### src/rtl/weight_bias_loader.sv
// Transmit side of the per-layer neuron weight/bias configuration bus.
// Unpacks an AXI-Stream of (numWeight weights + 1 bias) per neuron into config strobes.
module weight_bias_loader #(
    parameter int dataWidth  = 16,
    parameter int layerNo    = 1,
    parameter int numNeurons = 30,
    parameter int numWeight  = 128
) (
    input  logic                       clk,
    input  logic                       rst,
    input  logic                       start,
    input  logic [dataWidth-1:0]       s_axis_tdata,
    input  logic                       s_axis_tvalid,
    input  logic                       s_axis_tlast,
    output logic                       s_axis_tready,
    output logic                       weightValid,
    output logic [dataWidth-1:0]       weightValue,
    output logic [numNeurons-1:0]      biasValid,
    output logic [dataWidth-1:0]       biasValue,
    output logic [2*dataWidth:0]       config_layer_num,
    output logic [2*dataWidth:0]       config_neuron_num,
    output logic                       busy,
    output logic                       done,
    output logic                       err
);

    localparam int CW = 2*dataWidth + 1;
    localparam int WW = (numWeight  > 1) ? $clog2(numWeight)  : 1;
    localparam int NW = (numNeurons > 1) ? $clog2(numNeurons) : 1;
    localparam logic [WW-1:0] W_LAST = WW'(numWeight - 1);
    localparam logic [NW-1:0] N_LAST = NW'(numNeurons - 1);

    typedef enum logic [1:0] {S_IDLE, S_WEIGHT, S_BIAS, S_DONE} state_t;

    state_t        state;
    logic [WW-1:0] widx;
    logic [NW-1:0] neuron;
    logic          beat;

    assign beat = s_axis_tvalid && s_axis_tready;

    always_ff @(posedge clk or posedge rst) begin
        if (rst) begin
            state             <= S_IDLE;
            widx              <= '0;
            neuron            <= '0;
            s_axis_tready     <= 1'b0;
            weightValid       <= 1'b0;
            weightValue       <= '0;
            biasValid         <= '0;
            biasValue         <= '0;
            config_layer_num  <= '1;
            config_neuron_num <= '1;
            busy              <= 1'b0;
            done              <= 1'b0;
            err               <= 1'b0;
        end else begin
            weightValid <= 1'b0;
            biasValid   <= '0;
            done        <= 1'b0;
            case (state)
                S_IDLE: begin
                    if (start) begin
                        state             <= S_WEIGHT;
                        widx              <= '0;
                        neuron            <= '0;
                        err               <= 1'b0;
                        s_axis_tready     <= 1'b1;
                        busy              <= 1'b1;
                        config_layer_num  <= CW'(layerNo);
                        config_neuron_num <= '0;
                    end else begin
                        // after an abort, config_* held through the last strobe; release it now
                        config_layer_num  <= '1;
                        config_neuron_num <= '1;
                    end
                end
                S_WEIGHT: begin
                    if (beat) begin
                        weightValid <= 1'b1;
                        weightValue <= s_axis_tdata;
                        if (s_axis_tlast) begin
                            err           <= 1'b1;
                            state         <= S_IDLE;
                            s_axis_tready <= 1'b0;
                            busy          <= 1'b0;
                        end else if (widx == W_LAST) begin
                            widx  <= '0;
                            state <= S_BIAS;
                        end else begin
                            widx <= widx + WW'(1);
                        end
                    end
                end
                S_BIAS: begin
                    if (beat) begin
                        biasValid[neuron] <= 1'b1;
                        biasValue         <= s_axis_tdata;
                        if (neuron == N_LAST) begin
                            if (!s_axis_tlast)
                                err <= 1'b1;
                            state         <= S_DONE;
                            s_axis_tready <= 1'b0;
                            busy          <= 1'b0;
                        end else if (s_axis_tlast) begin
                            err           <= 1'b1;
                            state         <= S_IDLE;
                            s_axis_tready <= 1'b0;
                            busy          <= 1'b0;
                        end else begin
                            neuron            <= neuron + NW'(1);
                            config_neuron_num <= CW'(neuron + NW'(1));
                            state             <= S_WEIGHT;
                        end
                    end
                end
                S_DONE: begin
                    done              <= 1'b1;
                    config_layer_num  <= '1;
                    config_neuron_num <= '1;
                    state             <= S_IDLE;
                end
                default: state <= S_IDLE;
            endcase
        end
    end

endmodule
### config.mk
export PLATFORM = sky130hd
export DESIGN_NAME = weight_bias_loader
export DESIGN_NICKNAME = d
export VERILOG_FILES = /design/src/rtl/weight_bias_loader.sv
export SDC_FILE = /design/constraint.sdc
export NUM_CORES = 1
export LEC_CHECK = 0
export CORE_MARGIN = 5
export CORE_UTILIZATION = 45
export CTS_CLUSTER_DIAMETER = 80
export DETAILED_ROUTE_END_ITERATION = 8
export GPL_ROUTABILITY_DRIVEN = 1
export GPL_TIMING_DRIVEN = 0
export MAX_ROUTING_LAYER = met4
export PLACE_DENSITY = 0.86
export SLEW_MARGIN = 30
export SYNTH_ARGS = -nofsm -noshare
export SYNTH_HDL_FRONTEND = slang
export SYNTH_SLANG_ARGS = --single-unit
### constraint.sdc
create_clock -name clk -period 6.8 [get_ports clk]
set_input_delay 0.68 -clock clk [delete_from_list [all_inputs] [get_ports clk]]
set_output_delay 0.68 -clock clk [all_outputs]
set_load 0.01 [all_outputs]
Yosys cells after proc, flatten, opt, wreduce, memory -nomap -nowiden

Index checks and enable logic that the tools add are counted.

$add $sub $neg: 3
Magnitude comparators: 2
Equal/unequal tests: 13
Muxes and demuxes: 50
Reductions and logical operators: 16

Operator list:

| operator                                           | count |
|---|---|
| two-way mux 33 bit                                 | 5 |
| case mux 33 bit (3 select lines)                   | 1 |
| case mux 33 bit (2 select lines)                   | 1 |
| two-way mux 30 bit                                 | 2 |
| two-way mux 7 bit                                  | 4 |
| two-way mux 1 bit                                  | 20 |
| two-way mux 5 bit                                  | 4 |
| AND reduction 4 bit                                | 4 |
| case mux 7 bit (2 select lines)                    | 1 |
| two-way mux 2 bit                                  | 6 |
| inequality test 2 bit, second input constant       | 6 |
| case mux 5 bit (2 select lines)                    | 1 |
| AND reduction 5 bit                                | 2 |
| case mux 1 bit (3 select lines)                    | 3 |
| case mux 2 bit (4 select lines)                    | 1 |
| adder 7 x 1 -> 7 bit, second input constant        | 1 |
| equality test 7 bit, second input constant         | 1 |
| adder 5 x 1 -> 6 bit, second input constant        | 1 |
| < comparator 5 x 6 -> 1 bit, second input constant | 1 |
| inequality test 3 bit, second input constant       | 2 |
| nonzero test 2 bit                                 | 3 |
| nonzero test 3 bit                                 | 2 |
| adder 5 x 1 -> 5 bit, second input constant        | 1 |
| demux 1 bit (select 5 bit)                         | 1 |
| 7 further kinds                                    | 10 |

Register bits: 147
Bits of input ports: 21
Output and inout port bits: 133
Logic and storage cells: 97

Longest topological paths before layout

Gate-level depths: netlist of run 1.

Depth in word-level cells: 6
Mapped depth: 8
Mapped depth without buffers: 6

Worst setup path after synthesis of run 1

OpenSTA, ideal clock, no wires.

Kind: input to register
Start point: input s_axis_tlast
End point: register config_neuron_num[0]
Setup time: 0.082 ns
Arrival time: 1.744 ns
Required time: 6.718 ns
Setup slack: 4.974 ns
Stages: 5
Buffers on the path: 1
Path through: buf_6 > and3b_1 > nand2_2 > a21oi_4 > mux2_2

Longest elaborated chain between the ends: 2

Ends and longest elaborated chain:

| item                                   | RTL line | source |
|---|---|---|
| start: declaration                     | 14       | `input logic s_axis_tlast,` |
| inequality test 2 bit (no source line) | -        |  |
| AND reduction 4 bit (no source line)   | -        |  |
| end signal: assignment                 | 112      | `config_neuron_num <= CW'(neuron + NW'(1));` |
| end: declaration                       | 21       | `output logic [2*dataWidth:0] config_neuron_num,` |

Every way passes these cells.
A chain may end at the register's enable or synchronous reset.

Final worst setup path of run 1

Start point: register config_layer_num[31]
End point: output config_layer_num[31]

RTL lines:

| item                     | RTL line | source |
|---|---|---|
| start: declaration       | 20       | `output logic [2*dataWidth:0] config_layer_num,` |
| start signal: assignment | 70       | `config_layer_num <= CW'(layerNo);` |

No word-level cell between the ends.

==> results of run 1 <==
==> power by group through the flow <==
| stage | clock network, mW | logic, mW | registers, mW |
|---|---|---|---|
| final | 0.401 | 1.52 | 0.837 |
| after CTS | 0.411 | 1.54 | 0.839 |
| after floorplan | 0 | 0.731 | 0.891 |
| after global routing | 0.431 | 1.64 | 0.866 |
| after global placement | 0 | 1.49 | 0.837 |
| after detailed placement | 0 | 1.53 | 0.850 |
==> metal layers <==
layer | vias to the layer above | global-route usage, % | share of wire (%)
met1 | 1651 | 22.9 | 42
met2 | 168 | 31.8 | 50
met4 | 0 | 5.84 | 1.0
met3 | 11 | 3.73 | 7.4
li1 | 1630 | - | -
met5 | - | - | 0
==> sequential cells by signal, summed over array words and instances (netlist names) <==
register	flops
weightValue	16
s_axis_tready	1
config_layer_num	1
busy	1
done	1
biasValue	16
config_neuron_num	7
weightValid	1
err	1
neuron	5
widx	7
state	2
biasValid	30
==> critical path, stage by stage (launching register included) <==
cell,delay [ps]
dfstp_2,890
buf_4,200
clkdlybuf4s50_1,540
==> cells in the mapped netlist, drive strengths merged, types with 2 or more instances <==
library cell,number,area (um^2)
nand3,17,90.1
a21o,3,22.5
o21ai,15,75.1
xnor2,2,17.5
nand3b,5,50.1
inv,10,37.5
ha,10,125
nand2,69,262
nor2,41,154
mux2,24,270
a22oi,2,15.0
clkbuf,6,22.5
a21oi,8,51.3
or3,4,25.0
o221ai,2,17.5
o211ai,4,30.0
o31ai,2,15.0
buf,66,484
mux2i,6,60.1
dfrtp,81,2030
dfstp,8,210
nand4,3,18.8
and3,4,25.0
nand2b,2,12.5
nor3b,2,15.0
==> kinds of logic (layout without fill, tap and decap cells) <==
logic type | Yosys count | count (layout) | synth area share (%)
fa+ha+maj | 10 | 10 | 2.95
flops | 89 | 89 | 52.8
other cells | 1 | 1 | 0.0885
xor+xnor | 2 | 2 | 0.413
compound gates | 42 | 42 | 6.52
buf+inv | 82 | 250 | 12.8
simple gates | 154 | 154 | 16.6
mux | 30 | 30 | 7.79
==> worst min-delay path by stage <==
| stage | from | end | slack [ps] | cells after the start |
|---|---|---|---|---|
| floorplan | widx[3] | widx[3] | 470 | 1 |
| global placement | biasValue[9] | biasValue[9] | 460 | 2 |
| detailed placement | biasValue[10] | biasValue[10] | 460 | 2 |
| CTS | biasValue[10] | biasValue[10] | 480 | 2 |
| global route | biasValue[1] | biasValue[1] | 510 | 2 |
| finish | biasValue[10] | biasValue[10] | 480 | 2 |
==> area by class of cell <==
cell class                      count  area, um^2
Buffer                             72         507
Clock buffer                        9         124
Clock inverter                      7         100
Fill cell                         665        3050
Inverter                           10        42.5
Multi-Input combinational cell    239        1460
Sequential cell                    89        2240
Tap cell                          111         139
Timing Repair Buffer              152        1540
==> impl_metrics.yaml, run 1 <==
synthesis:
  ys_seq_elements: 89
  postSynthCellCount: 410
  synth_fp_nets: 441
  synth_cell_types: 45
  synthFlopType: "dfrtp_1"
  seq_area_frac_synth_pct: 52.8
  synthesis.area_um2: 4240
  yosys_warnings: 0
  async_flop_share_pct: 100
  synth_edf_count: 0
  syn_area_per_cell_um2: 10.3
timing:
  worst_pin_slew_ps: 534
  fin_tns_setup_ps: 0
  finalHoldWorstSlack_ps: 480
  skew_ps: 7.36
  min_period_ps: 2660
  slew_headroom_pct: 64.4
  layout_setup_ws_ps: 4140
  clock.fmax_mhz: 376
  timing.final.crit_share_pct: 39.1
  setup_viol: 0
  rsz0062_at_grt: "false"
  slew_violations: 0
  timing.final.hold_violations: 0
finish:
  final_cell_mix: "151 x clkdlybuf4s50_1, 81 x dfrtp_1, 68 x nand2_1, 59 x buf_4, 41 x nor2_1"
  fin_nets: 604
  final_core_util_pct: 66.8
  drive_above_1_share_pct: 20.8
  fin_area_um2: 6150
  antenna_cells: 0
  area.growth.synth_to_final_pct: 45.0
  final_cells: 689
  layout_commonest_cell: "clkdlybuf4s50_1"
power_and_ir_drop:
  leakagePower_nw: 2.82
  power_mw: 2.76
  seqPwrFrac_pct: 30.3
  power_frac_comb_pct: 55.1
  p_int_mw: 1.83
  clock_power_share_pct: 14.5
  p_sw_uw: 927
  powerDensity_nw_per_um2: 449
  p_sw_share_pct: 33.6
  max-vdd-ir-drop_mv: 0.235
die:
  dieArea_um2: 11500
  die_w_um: 107
  dieHeight_um: 107
  start_util_pct: 46.1
  pin_count: 154
  core.rowCount: 35
  core_um2: 9200
grt:
  grt_usage_pct: 18.9
  grt.overflow.total: 0
  grt_max_degree: 59
  grt_pass1_wl_um: 17100
  grt_pass1_vias: 3499
  antenna_found_initial: 0
placed_design:
  placed_area_um2: 5920
  hpwl_um: 8040
  port_buffers: 151
  placed_cells: 673
  gp_congestion: 0.838
  pre_cts_ws_ps: 4320
worst_setup_path:
  r2r_setup_slack_ps: 4820
  r2r-end: "err"
  crit_path_end_kind: "output pin"
  start_kind: "flip-flop"
  required_ps: 6120
  reg2reg_depth: 6
  cp.arrival_ps: 1980
  worstReg2RegStart: "state[0]"
  crit_start: "config_layer_num[31]"
  worstSetupEndpoint: "config_layer_num[31]"
  critPathKind: "reg2out"
  worstPathMaxFanout: 33
clock_network:
  cts-resized-gates: 0
  path_clk_slew_ps: 90
  cts_sinks: 89
  cts_made_buffers: 9
  cts_tree: "built"
  clock_latency_ps: 350
  cts.path.max_buffers: 2
  cts_root_buf: "clkbuf_8"
  postCtsSetupBuffers: 0
  cts.htree.levels: 3
  cts_hold_buf: 0
min_path:
  hold_path.class: "reg2reg"
drt:
  wire_per_inst_um: 15.1
  viasPerCell: 5.02
  post-route-drc-count: 0
  drt-total-wl_um: 10400
  dr.pass1.iters: 5
  vias: 3460
  drtIter0Drc: 261
  ant_nets: 0
outcome:
  status: "completed"
run:
  maxCapViolations: 0
(Power assumes the default switching activity.)
==> inputs of run 2 (changes only) <==
==> constraint.sdc (replaced) <==
create_clock -name clk -period 2.8 [get_ports clk]
set_input_delay 0.28 -clock clk [delete_from_list [all_inputs] [get_ports clk]]
set_output_delay 0.28 -clock clk [all_outputs]
set_load 0.01 [all_outputs]
==> results of run 2 <==
The final DEF is identical to that of run 1. Status: completed.
Main changes from that run: setup slack after placement 4320 ps -> 715 ps; setup slack after layout 4140 ps -> 538 ps; hold slack 480 ps -> 264 ps; register-to-register setup slack 4820 ps -> 820 ps; total power 2.76 mW -> 6.70 mW; worst IR drop on VDD 0.235 mV -> 0.571 mV
==> inputs of run 3 (changes only) <==
--- a/config.mk
+++ b/config.mk
@@ -6,13 +6,13 @@
 export NUM_CORES = 1
 export LEC_CHECK = 0
 export CORE_MARGIN = 5
-export CORE_UTILIZATION = 45
+export CORE_UTILIZATION = 41
 export CTS_CLUSTER_DIAMETER = 80
 export DETAILED_ROUTE_END_ITERATION = 8
 export GPL_ROUTABILITY_DRIVEN = 1
 export GPL_TIMING_DRIVEN = 0
 export MAX_ROUTING_LAYER = met4
-export PLACE_DENSITY = 0.86
+export PLACE_DENSITY = 0.82
 export SLEW_MARGIN = 30
 export SYNTH_ARGS = -nofsm -noshare
 export SYNTH_HDL_FRONTEND = slang
==> constraint.sdc (replaced) <==
create_clock -name clk -period 1.9 [get_ports clk]
set_input_delay 0.19 -clock clk [delete_from_list [all_inputs] [get_ports clk]]
set_output_delay 0.19 -clock clk [all_outputs]
set_load 0.01 [all_outputs]
==> impl_metrics.yaml, run 3 (synthesis gave the netlist of run 1 again) <==
drt:
  vias: 3523
  wire_per_inst_um: 15.0
  post-route-drc-count: 0
  dr.pass1.iters: 5
  drt-total-wl_um: 10900
  drtIter0Drc: 313
  ant_nets: 0
  viasPerCell: 4.85
die:
  dieArea_um2: 12500
  start_util_pct: 41.6
  core_um2: 10200
  dieHeight_um: 112
  pin_count: 154
  core.rowCount: 37
  die_w_um: 112
finish:
  layout_commonest_cell: "clkdlybuf4s50_1"
  largest_register_ffs: 30
  antenna_cells: 0
  fin_area_um2: 6270
  area.growth.synth_to_final_pct: 48.0
  final_cell_mix: "92 x clkdlybuf4s50_1, 81 x dfrtp_1, 69 x buf_4, 67 x nand2_1, 57 x dlygate4sd2_1"
  top_register: "biasValid"
  top_regs: "biasValid (30), biasValue (16), weightValue (16)"
  drive_above_1_share_pct: 24.1
  fin_nets: 617
power_and_ir_drop:
  seqPwrFrac_pct: 29.5
  max-vdd-ir-drop_mv: 0.740
  powerDensity_nw_per_um2: 1560
  power_mw: 9.79
  p_int_mw: 6.42
  p_sw_mw: 3.37
  leakagePower_nw: 2.97
  power_frac_comb_pct: 56.4
  p_sw_share_pct: 34.4
  clock_power_share_pct: 14.1
worst_setup_path:
  critPathKind: "reg2reg"
  cpMostUsedCell: "buf_4"
  start_kind: "flip-flop"
  r2r_setup_slack_ps: 60
  required_ps: 2150
  crit_buf_inv: 2
  path_delay_family: "compound AO/OA/AOI/OAI gates"
  crit_path_end_kind: "flip-flop"
  cp_cell_sequence: "buf_4, ha_1, buf_4, a2bb2oi_2, or3_4, o21bai_1, a21o_1"
  cp.arrival_ps: 2100
  cpPeakStageDelay_ps: 380
  cp_slowest_cell: "dfrtp_1"
  worstPathMaxFanout: 7
timing:
  skew_ps: 8.63
  min_period_ps: 1840
  slew_headroom_pct: 56.2
  layout_setup_ws_ps: 55.9
  slew_violations: 0
  fin_tns_setup_ps: 0
  worst_pin_slew_ps: 656
  finalHoldWorstSlack_ps: 215
  timing.final.hold_violations: 0
  rsz0062_at_grt: "false"
  clock.fmax_mhz: 542
  timing.final.crit_share_pct: 97.1
  setup_viol: 0
grt:
  antenna_found_initial: 0
  grt_use_met1_pct: 21.5
  grt_use_met3_pct: 4.73
  grt_max_degree: 33
  use_met2_pct: 30.4
  grt_usage_pct: 18.1
  grt_pass1_vias: 3517
  grt_busiest_layer: "met2"
  grt.overflow.total: 0
  grt_pass1_wl_um: 17900
clock_network:
  cts.path.max_buffers: 2
  cts_tree: "built"
  cts_hold_buf: 0
  cts_made_buffers: 9
  path_clk_slew_ps: 80
  clock_latency_ps: 360
  cts_sinks: 89
  cts_root_buf: "clkbuf_8"
  cts.htree.levels: 3
placed_design:
  placed_area_um2: 5960
  gp_congestion: 0.847
  hpwl_um: 7900
  pre_cts_ws_ps: -138
  port_buffers: 151
min_path:
  hold_path.class: "in2reg"
outcome:
  status: "completed"
run:
  maxCapViolations: 0
## run 3: cell types whose count changed in the layout (fill, tap and decap cells not counted), moves of 2 or more
cell,previous run,this run
buf_12,0,4
buf_2,6,4
buf_4,59,69
clkbuf_1,6,4
clkbuf_2,0,3
clkdlybuf4s50_1,151,92
dfstp_2,8,6
dfstp_4,0,2
dlygate4sd2_1,0,57
inv_6,3,0
o21ai_0,15,13
o21ai_1,0,2
## run 3: worst min-delay path, delay by kind of cell
family | cells | cell delay (ps)
buffers and inverters | 1 | 110
AND/OR/NAND/NOR | 3 | 250
## run 3: final timing paths
kind | end | depth (start not counted) | start
worst max-delay path | s_axis_tready | 7 | state[0]
worst min-delay path | err | 4 | s_axis_tlast
worst max register to register | s_axis_tready | 7 | state[0]
worst min register to register | biasValue[12] | 2 | biasValue[12]
max in group asynchronous | config_layer_num[31] | 4 | rst
min in group asynchronous | weightValue[10] | 2 | rst
## run 3: area by class of cell
type / count / area [um^2]
timing repair buffer: 165 / 1610
sequential: 89 / 2240
multi-input combinational: 239 / 1490
buffer: 72 / 515
tap: 136 / 170
clock buffer: 10 / 128
inverter: 10 / 41.3
clock inverter: 5 / 81.3
fill: 824 / 3910
## run 3: per-stage QoR
| stage | cells | util [%] |
|---|---|---|
| after floorplan | 410 | - |
| after global placement | 697 | 58.2 |
| after detailed placement | 699 | 58.6 |
| after CTS | 722 | 60.9 |
| after global routing | 726 | 61.6 |
| final | 726 | 61.6 |
## run 3: repair_timing
| action | in CTS | in global routing |
|---|---|---|
| resized for setup | 68 | 17 |
| pin swaps | 0 | 2 |
| endpoints found under the setup margin | 67 | 35 |
| endpoints found under the hold margin | 0 | 0 |
| setup buffers | 8 | 4 |
## run 3: power groups by stage
| stage | logic (mW) | registers (mW) | clock network [mW] |
|---|---|---|---|
| after floorplan | 2.62 | 3.19 | 0 |
| after global placement | 5.33 | 2.99 | 0 |
| after detailed placement | 5.48 | 3.05 | 0 |
| after CTS | 5.43 | 2.88 | 1.41 |
| after global routing | 5.97 | 2.97 | 1.50 |
| final | 5.52 | 2.89 | 1.39 |
## run 3: metal layers
layer / wire length (um) / part of all wire, %
met5: 0 / 0
met4: 121 / 1.1
met3: 902 / 8.3
met2: 5410 / 50
met1: 4450 / 41
